[src/rtl/id_fwd_hazard_unit.sv]
// ID-stage operand forwarding (MEM > WB > RF) and load-use / branch hazard stall FSM.
// Optional macro HAZARD_PERF_EN adds a saturating stall-cycle counter output.
module id_fwd_hazard_unit #(
    parameter int NUM_RD_PORTS = 2,
    parameter int DATA_W       = 32,
    parameter int ADDR_W       = 5,
    parameter int LOAD_LAT     = 1
) (
`ifdef HAZARD_PERF_EN
    output logic [31:0]                    stall_cycles_o,
`endif
    input  logic                           clk_i,
    input  logic                           rst_n_i,
    input  logic [NUM_RD_PORTS-1:0]        rd_en_i,
    input  logic [NUM_RD_PORTS*ADDR_W-1:0] raddr_i,
    input  logic [NUM_RD_PORTS*DATA_W-1:0] rf_rdata_i,
    input  logic                           ex_we_i,
    input  logic [ADDR_W-1:0]              ex_waddr_i,
    input  logic                           ex_is_load_i,
    input  logic                           mem_we_i,
    input  logic [ADDR_W-1:0]              mem_waddr_i,
    input  logic [DATA_W-1:0]              mem_wdata_i,
    input  logic                           wb_we_i,
    input  logic [ADDR_W-1:0]              wb_waddr_i,
    input  logic [DATA_W-1:0]              wb_wdata_i,
    input  logic                           branch_flag_i,
    input  logic                           flush_i,
    output logic [NUM_RD_PORTS*DATA_W-1:0] rdata_o,
    output logic                           stall_o,
    output logic                           bubble_o
);

    localparam int CW = $clog2(LOAD_LAT + 2);

    typedef enum logic {
        RUN   = 1'b0,
        STALL = 1'b1
    } state_e;

    state_e          state_q, state_d;
    logic [CW-1:0]   cnt_q, cnt_d;
    logic [CW-1:0]   haz_n;
    logic            hazard;
    logic            any_hit_ex;
    logic            stall_raw;

    logic [NUM_RD_PORTS-1:0] hit_ex;
    logic [NUM_RD_PORTS-1:0] hit_mem;
    logic [NUM_RD_PORTS-1:0] hit_wb;

    // Register 0 is hard-wired: it never matches a producer, so it never forwards or stalls.
    for (genvar p = 0; p < NUM_RD_PORTS; p++) begin : g_port
        logic [ADDR_W-1:0] addr;
        logic              nz;
        assign addr       = raddr_i[p*ADDR_W +: ADDR_W];
        assign nz         = (addr != '0);
        assign hit_ex[p]  = ex_we_i  && (ex_waddr_i  == addr) && nz;
        assign hit_mem[p] = mem_we_i && (mem_waddr_i == addr) && nz;
        assign hit_wb[p]  = wb_we_i  && (wb_waddr_i  == addr) && nz;
        assign rdata_o[p*DATA_W +: DATA_W] = !rst_n_i   ? '0          :
                                             hit_mem[p] ? mem_wdata_i :
                                             hit_wb[p]  ? wb_wdata_i  :
                                                          rf_rdata_i[p*DATA_W +: DATA_W];
    end

    assign any_hit_ex = |(hit_ex & rd_en_i);

    always_comb begin
        haz_n = '0;
        if (any_hit_ex) begin
            if (branch_flag_i) begin
                haz_n = ex_is_load_i ? CW'(LOAD_LAT + 1) : CW'(1);
            end else if (ex_is_load_i) begin
                haz_n = CW'(LOAD_LAT);
            end
        end
    end

    assign hazard = (haz_n != '0);

    // The detection cycle is the first stall cycle, so STALL only covers the remaining N-1.
    always_comb begin
        state_d   = state_q;
        cnt_d     = cnt_q;
        stall_raw = 1'b0;
        if (flush_i) begin
            state_d = RUN;
            cnt_d   = '0;
        end else begin
            case (state_q)
                RUN: begin
                    if (hazard) begin
                        stall_raw = 1'b1;
                        if (haz_n > CW'(1)) begin
                            state_d = STALL;
                            cnt_d   = haz_n - CW'(1);
                        end
                    end
                end
                STALL: begin
                    stall_raw = 1'b1;
                    cnt_d     = cnt_q - CW'(1);
                    if (cnt_q == CW'(1)) begin
                        state_d = RUN;
                    end
                end
                default: begin
                    state_d = RUN;
                    cnt_d   = '0;
                end
            endcase
        end
    end

    always_ff @(posedge clk_i or negedge rst_n_i) begin
        if (!rst_n_i) begin
            state_q <= RUN;
            cnt_q   <= '0;
        end else begin
            state_q <= state_d;
            cnt_q   <= cnt_d;
        end
    end

    assign stall_o  = stall_raw && rst_n_i;
    assign bubble_o = stall_raw && rst_n_i;

`ifdef HAZARD_PERF_EN
    logic [31:0] stall_cnt_q;

    always_ff @(posedge clk_i or negedge rst_n_i) begin
        if (!rst_n_i) begin
            stall_cnt_q <= '0;
        end else if (stall_o && (stall_cnt_q != 32'hFFFF_FFFF)) begin
            stall_cnt_q <= stall_cnt_q + 32'd1;
        end
    end

    assign stall_cycles_o = stall_cnt_q;
`endif

endmodule

[config.mk]
export PLATFORM = sky130hd
export DESIGN_NAME = id_fwd_hazard_unit
export DESIGN_NICKNAME = d
export VERILOG_FILES = /design/src/rtl/id_fwd_hazard_unit.sv
export SDC_FILE = /design/constraint.sdc
export NUM_CORES = 1
export LEC_CHECK = 0
export ABC_AREA = 1
export BUFFER_PORTS_ARGS = -buffer_cell sky130_fd_sc_hd__buf_2
export CORE_MARGIN = 8
export CORE_UTILIZATION = 44
export CTS_CLUSTER_DIAMETER = 100
export DETAILED_ROUTE_END_ITERATION = 12
export PLACE_DENSITY = 0.89
export SYNTH_ARGS = -nofsm -noshare
export SYNTH_HDL_FRONTEND = slang
export SYNTH_SLANG_ARGS = --single-unit
export TNS_END_PERCENT = 10
[constraint.sdc]
create_clock -name clk_i -period 4.1 [get_ports clk_i]
set_clock_uncertainty 0.05 [all_clocks]
set_input_delay 0.41 -clock clk_i [delete_from_list [all_inputs] [get_ports clk_i]]
set_output_delay 0.41 -clock clk_i [all_outputs]
set_load 0.02 [all_outputs]
== Word level (Yosys, flattened, before mapping) ==
Cells that the tools add are included.
W data, S select, Z words.
Word-level totals
  word-level logic and storage cells: 56
  input port bits: 163
  bits in registers: 3
  output and inout port bits: 66
Cells by class
  $add $sub $neg: 2
  bitwise gates (word level): 2
  equal/unequal tests: 9
  reductions and logical operators: 18
  multiplexer cells: 22
  magnitude comparators: 1
Operators by type and width (number)
  $mux W32: 6
  $eq A5 B5 Y1: 6
  $logic_and A1 B1 Y1: 13
  $mux W2: 6
  $reduce_bool A5 Y1: 2
  $mux W1: 7
  $ne A3 B3 Y1 const B: 2
  $pmux W1 S2: 2
  $pmux W2 S2: 1
  $sub A2 B1 Y2 const B: 2
  $and A2 B2 Y2: 1
  $eq A2 B1 Y1 const B: 1
  $gt A2 B1 Y1 const B: 1
  $reduce_and A2 Y1: 1
  $reduce_bool A2 Y1: 1
  $reduce_or A2 Y1: 1
  $not A1 Y1: 1

== Depth between registers and ports, before layout ==
  depth after elaboration: 11
  mapped depth: 16
  depth with buffers taken out: 16

== Worst setup path before layout ==
No wires, ideal clock.
  kind: input-to-output
  start point: in raddr_i[1]
  end point: out stall_o
  data arrival time: 1.835 ns
  data required time: 3.640 ns
  cell stages on the path: 11
  setup slack: 1.805 ns
  buffers on the path: 1
  cell sequence: inv_1 > nand2_1 > nand2_1 > nand2_1 > nor2_1 > nand2_1 > nand2_1 > nand3_1 > ha_1 > a21oi_1 > buf_4
On the way
  word-level cells in the longest chain between the ends: 11
  elaborated cells on any way between the ends: 12
  classes of those cells: eq/ne (1); mux (4); bitwise (1); reduce/logical (6)
Ends and longest elaborated chain
  start, declared: RTL line 15  | input logic [NUM_RD_PORTS*ADDR_W-1:0] raddr_i,
  $eq A5 B5 Y1: RTL line 57  | assign hit_ex[p] = ex_we_i && (ex_waddr_i == addr) && nz;
  $logic_and A1 B1 Y1: RTL line 57
  $logic_and A1 B1 Y1 (*): RTL line 57
  $and A2 B2 Y2 (*): RTL line 66  | assign any_hit_ex = |(hit_ex & rd_en_i);
  $reduce_or A2 Y1 (*): RTL line 66
  $mux W2 (*): RTL line 70  | if (any_hit_ex) begin
  $reduce_bool A2 Y1 (*): RTL line 79  | assign hazard = (haz_n != '0);
  $mux W1 (*): RTL line 92  | if (hazard) begin
  $pmux W1 S2 (*): RTL line 90  | case (state_q)
  $mux W1 (*): RTL line 86  | if (flush_i) begin
  $logic_and A1 B1 Y1 (*)
  end, declared: RTL line 29  | output logic stall_o,
Every way passes the cells marked *; elsewhere a longest branch is shown, timed or not.

== Worst setup path after layout ==
  start point: in raddr_i[0]
  end point: out rdata_o[15]
On the way
  word-level cells in the longest chain between the ends: 6
  elaborated cells on any way between the ends: 10
  classes of those cells: eq/ne (2); mux (3); reduce/logical (5)
Ends and longest elaborated chain
  $eq A5 B5 Y1: RTL line 59  | assign hit_wb[p] = wb_we_i && (wb_waddr_i == addr) && nz;
  $logic_and A1 B1 Y1 (2 in series): RTL line 59
  $mux W32: RTL line 62  | hit_wb[p] ? wb_wdata_i :
  $mux W32 (*): RTL line 61  | hit_mem[p] ? mem_wdata_i :
  $mux W32 (*): RTL line 60  | assign rdata_o[p*DATA_W +: DATA_W] = !rst_n_i ? '0 :
  end, declared: RTL line 28  | output logic [NUM_RD_PORTS*DATA_W-1:0] rdata_o,
Marks and branches as above.

==> metrics.txt <==
outcome complete, no violations; final core occ 0.639; Die ar. ~0.0094 sq mm; Ys Warns 0; Top Ports ~230; global-route wire length before repair between 20 and 25 mm; Seq. cell area roughly 75 sq um; DRT Pass-1 Iters 5; number of setup violations in the final report 0; vias in the first global route ~4.4k; fmax between 0.3 and 0.4 GHz; DRC 0; I/O Buffers 228; postcts setup bufs 0; post-synth cell types 29; Mean Syn Cell Area around 4.6 sq um; antenna cell count 0; Rows 29; CP Launch Type input port; Sw Ratio 0.511; crit-path max cell delay about 570 ps; compound-cell area share of the yosys netlist 0.154; worst rel slew slack 0.260; fin crit share 0.725; multi-input logic area between 0.002 and 0.0025 sq mm; initial core utilization 0.455; crit-path cells buf_2 > inv_1 > o22ai_1 > nor3_4 > nand2_2 > nand2_1 > nand3_1 > nand2_1 > inv_1 > buf_2; Worst-path clk slew roughly 30 ps; CTS tree done; combinational group share of total power 0.772; vias between 4k and 5k; internal power approximately 0.26 mW; gr ovfl total 0; Pleak 2.99 nW; Vias/cell a little over 5; fin crit period around 3000 ps; worst slew pin tran ~1100 ps; Die H 96.8 um; area share of the largest cell type after synthesis 0.241; mux share of post-synthesis cell area 0; Critical R2R Launch cnt_q[0]; Tot GR Track Use 0.247; Setup Crit Path Kind input port to output port; Starting DRT DRC Count 225; Synth area leader nand3_1; post_cts resized 0; clock share of power 0.166; Crit Path Max Fanout 32; cells after synthesis approximately 620; main area contributors after synthesis nand3_1, nand2_1, inv_1; Max Cap Violations 0; Hold Path Class input port to async pin; Synth Register Bits 3; worst hold slack between 300 and 400 ps; H-tree levels 1; GP Congestion 0.982; Power Density roughly 130 mW/mm^2; syn nets 785; dpl hpwl 9.52 mm; CP Data Required Time between 3000 and 4000 ps; Worst-Skew Late Latency roughly 220 ps; setup TNS 0 ps; hold buffer count at cts 0; layout cells sized above 1 0.306; final hold violation count 0; synthesized-area fraction occupied by and/or/nand/nor cells 0.501; Synth Area in XOR/XNOR 0.0366; Seq/Total Area, Yosys 0.0262; mapped cell area between 0.002 and 0.003 sq mm; NumNets Final 986; Post-Route WL ~12 mm; core area 0.00631 sq mm; FF-to-FF path depth 5; dominant combinational cell family by area after synthesis simple AND/OR/NAND/NOR gates; area grow syn2layout 40.6%; die width approximately 97 um; Routed wire per std cell approximately 14 um; Peak VDD IR between 0.1 and 0.15 mV; reg2reg end cnt_q[1]; clock root buffer clkbuf_8; dpl cells 891; RSZ-0062 raised after global routing false; Finished Layout Cells 895; CP max-delay cell nor3_4; sequential share of power 0.062; CTS sink cnt 3; Longest Clk Path Bufs 2; largest net degree at the start of global routing between 60 and 70; Fillers between 600 and 700; element type at the critical path end output port; total CTS buffers 3; Adder-Cell Fraction of Synth Area 0.0174; final slew viol count 0; internal reg-to-reg setup slack a little under 3000 ps; initial antenna violation count 0; critical path arrival 2510 ps; switching power about 0.27 mW; ANT nets after route 0
[layout by cell type, fill, tap and decap left out, drive strengths merged]
cell / Yosys / routed
dfrtp: 3 / 3
nor3b: 1 / 1
xnor2: 5 / 5
inv: 153 / 153
nand3: 138 / 138
buf: 19 / 234
clkbuf: 19 / 4
a21boi: 2 / 2
o22ai: 5 / 5
ha: 4 / 4
xor2: 7 / 7
nor3: 4 / 4
nand2: 174 / 174
o211ai: 1 / 1
nor2: 9 / 9
o21ai: 65 / 65
a21oi: 3 / 3
nand4: 2 / 2
a211oi: 4 / 4
[worst max-delay path: cells and delay by family]
family / cells / cell delay, ps
compound gates: 1 / 160
buf+inv: 4 / 430
simple gates: 5 / 1500
[power by group through the flow]
| stage | Clock, mW | Combinational [mW] | Sequential (mW) |
|---|---|---|---|
| final | 0.0869 | 0.405 | 0.0328 |
| after global routing | 0.0933 | 0.454 | 0.0331 |
| after CTS | 0.0884 | 0.405 | 0.0328 |
| after detailed placement | 0 | 0.403 | 0.0331 |
| after global placement | 0 | 0.400 | 0.0331 |
| after floorplan | 0 | 0.233 | 0.0327 |
[how the worst max path moves through the flow]
stage | from | end | slack (ps) | cells after the start
6_report | raddr_i[0] | rdata_o[15] | 1130 | 10
5_1_grt | raddr_i[0] | rdata_o[11] | 860 | 10
4_1_cts | raddr_i[0] | rdata_o[6] | 1140 | 10
3_5_place_dp | raddr_i[0] | rdata_o[6] | 1140 | 10
3_3_place_gp | raddr_i[0] | rdata_o[10] | 1210 | 10
2_1_floorplan | raddr_i[1] | stall_o | 1800 | 11
[cells in the mapped netlist]
library cell  number
nand2_1          173
inv_1            149
nand3_1          138
o21ai_0           56
clkbuf_1          19
buf_2             14
o21ai_1            9
nor2_1             8
xor2_1             7
o22ai_1            5
xnor2_1            5
ha_1               4
inv_2              4
a21oi_1            3
buf_6              3
dfrtp_1            3
a211oi_1           2
a21boi_0           2
nand4_1            2
nor3_1             2
nor3_2             2
a211oi_2           1
a211oi_4           1
buf_1              1
buf_4              1
nand2_2            1
nor2_2             1
nor3b_2            1
o211ai_1           1
[cell type report]
| type | count | area share |
|---|---|---|
| Inverter | 153 | 0.142 |
| Multi-Input combinational cell | 424 | 0.510 |
| Sequential cell | 3 | 0.0186 |
| Timing Repair Buffer | 234 | 0.294 |
| Clock buffer | 4 | 0.0112 |
| Tap cell | 77 | 0.0239 |
[per-layer routing]
| layer | share of wire | track usage | vias to the layer above |
|---|---|---|---|
| met3 | 0.11 | 0.0647 | 25 |
| met5 | 0 | 0 | - |
| met1 | 0.39 | 0.290 | 1929 |
| met4 | 0.025 | 0.0757 | 0 |
| met2 | 0.48 | 0.427 | 257 |
| li1 | - | - | 2305 |
[cells by family (layout without fill, tap and decap cells)]
logic type      Yosys count  after routing
simple gates            328            328
fa+ha+maj                 4              4
flops                     3              3
compound gates           80             80
buf+inv                 191            391
xor+xnor                 12             12
[registers in the layout, summed over array words and instances, names as in the netlist]
| name | flops |
|---|---|
| cnt_q | 2 |
| state_q | 1 |
[stage by stage]
step / power [mW] / setup WS (ps) / instance area [sq um]
finish: 0.525 / 1130 / 4040
CTS: 0.526 / 1140 / 4040
global route: 0.580 / 864 / 4040
global placement: 0.433 / 1210 / 3990
detailed placement: 0.436 / 1140 / 3990
floorplan: 0.265 / 1800 / 2870
(Power assumes the default switching activity.)
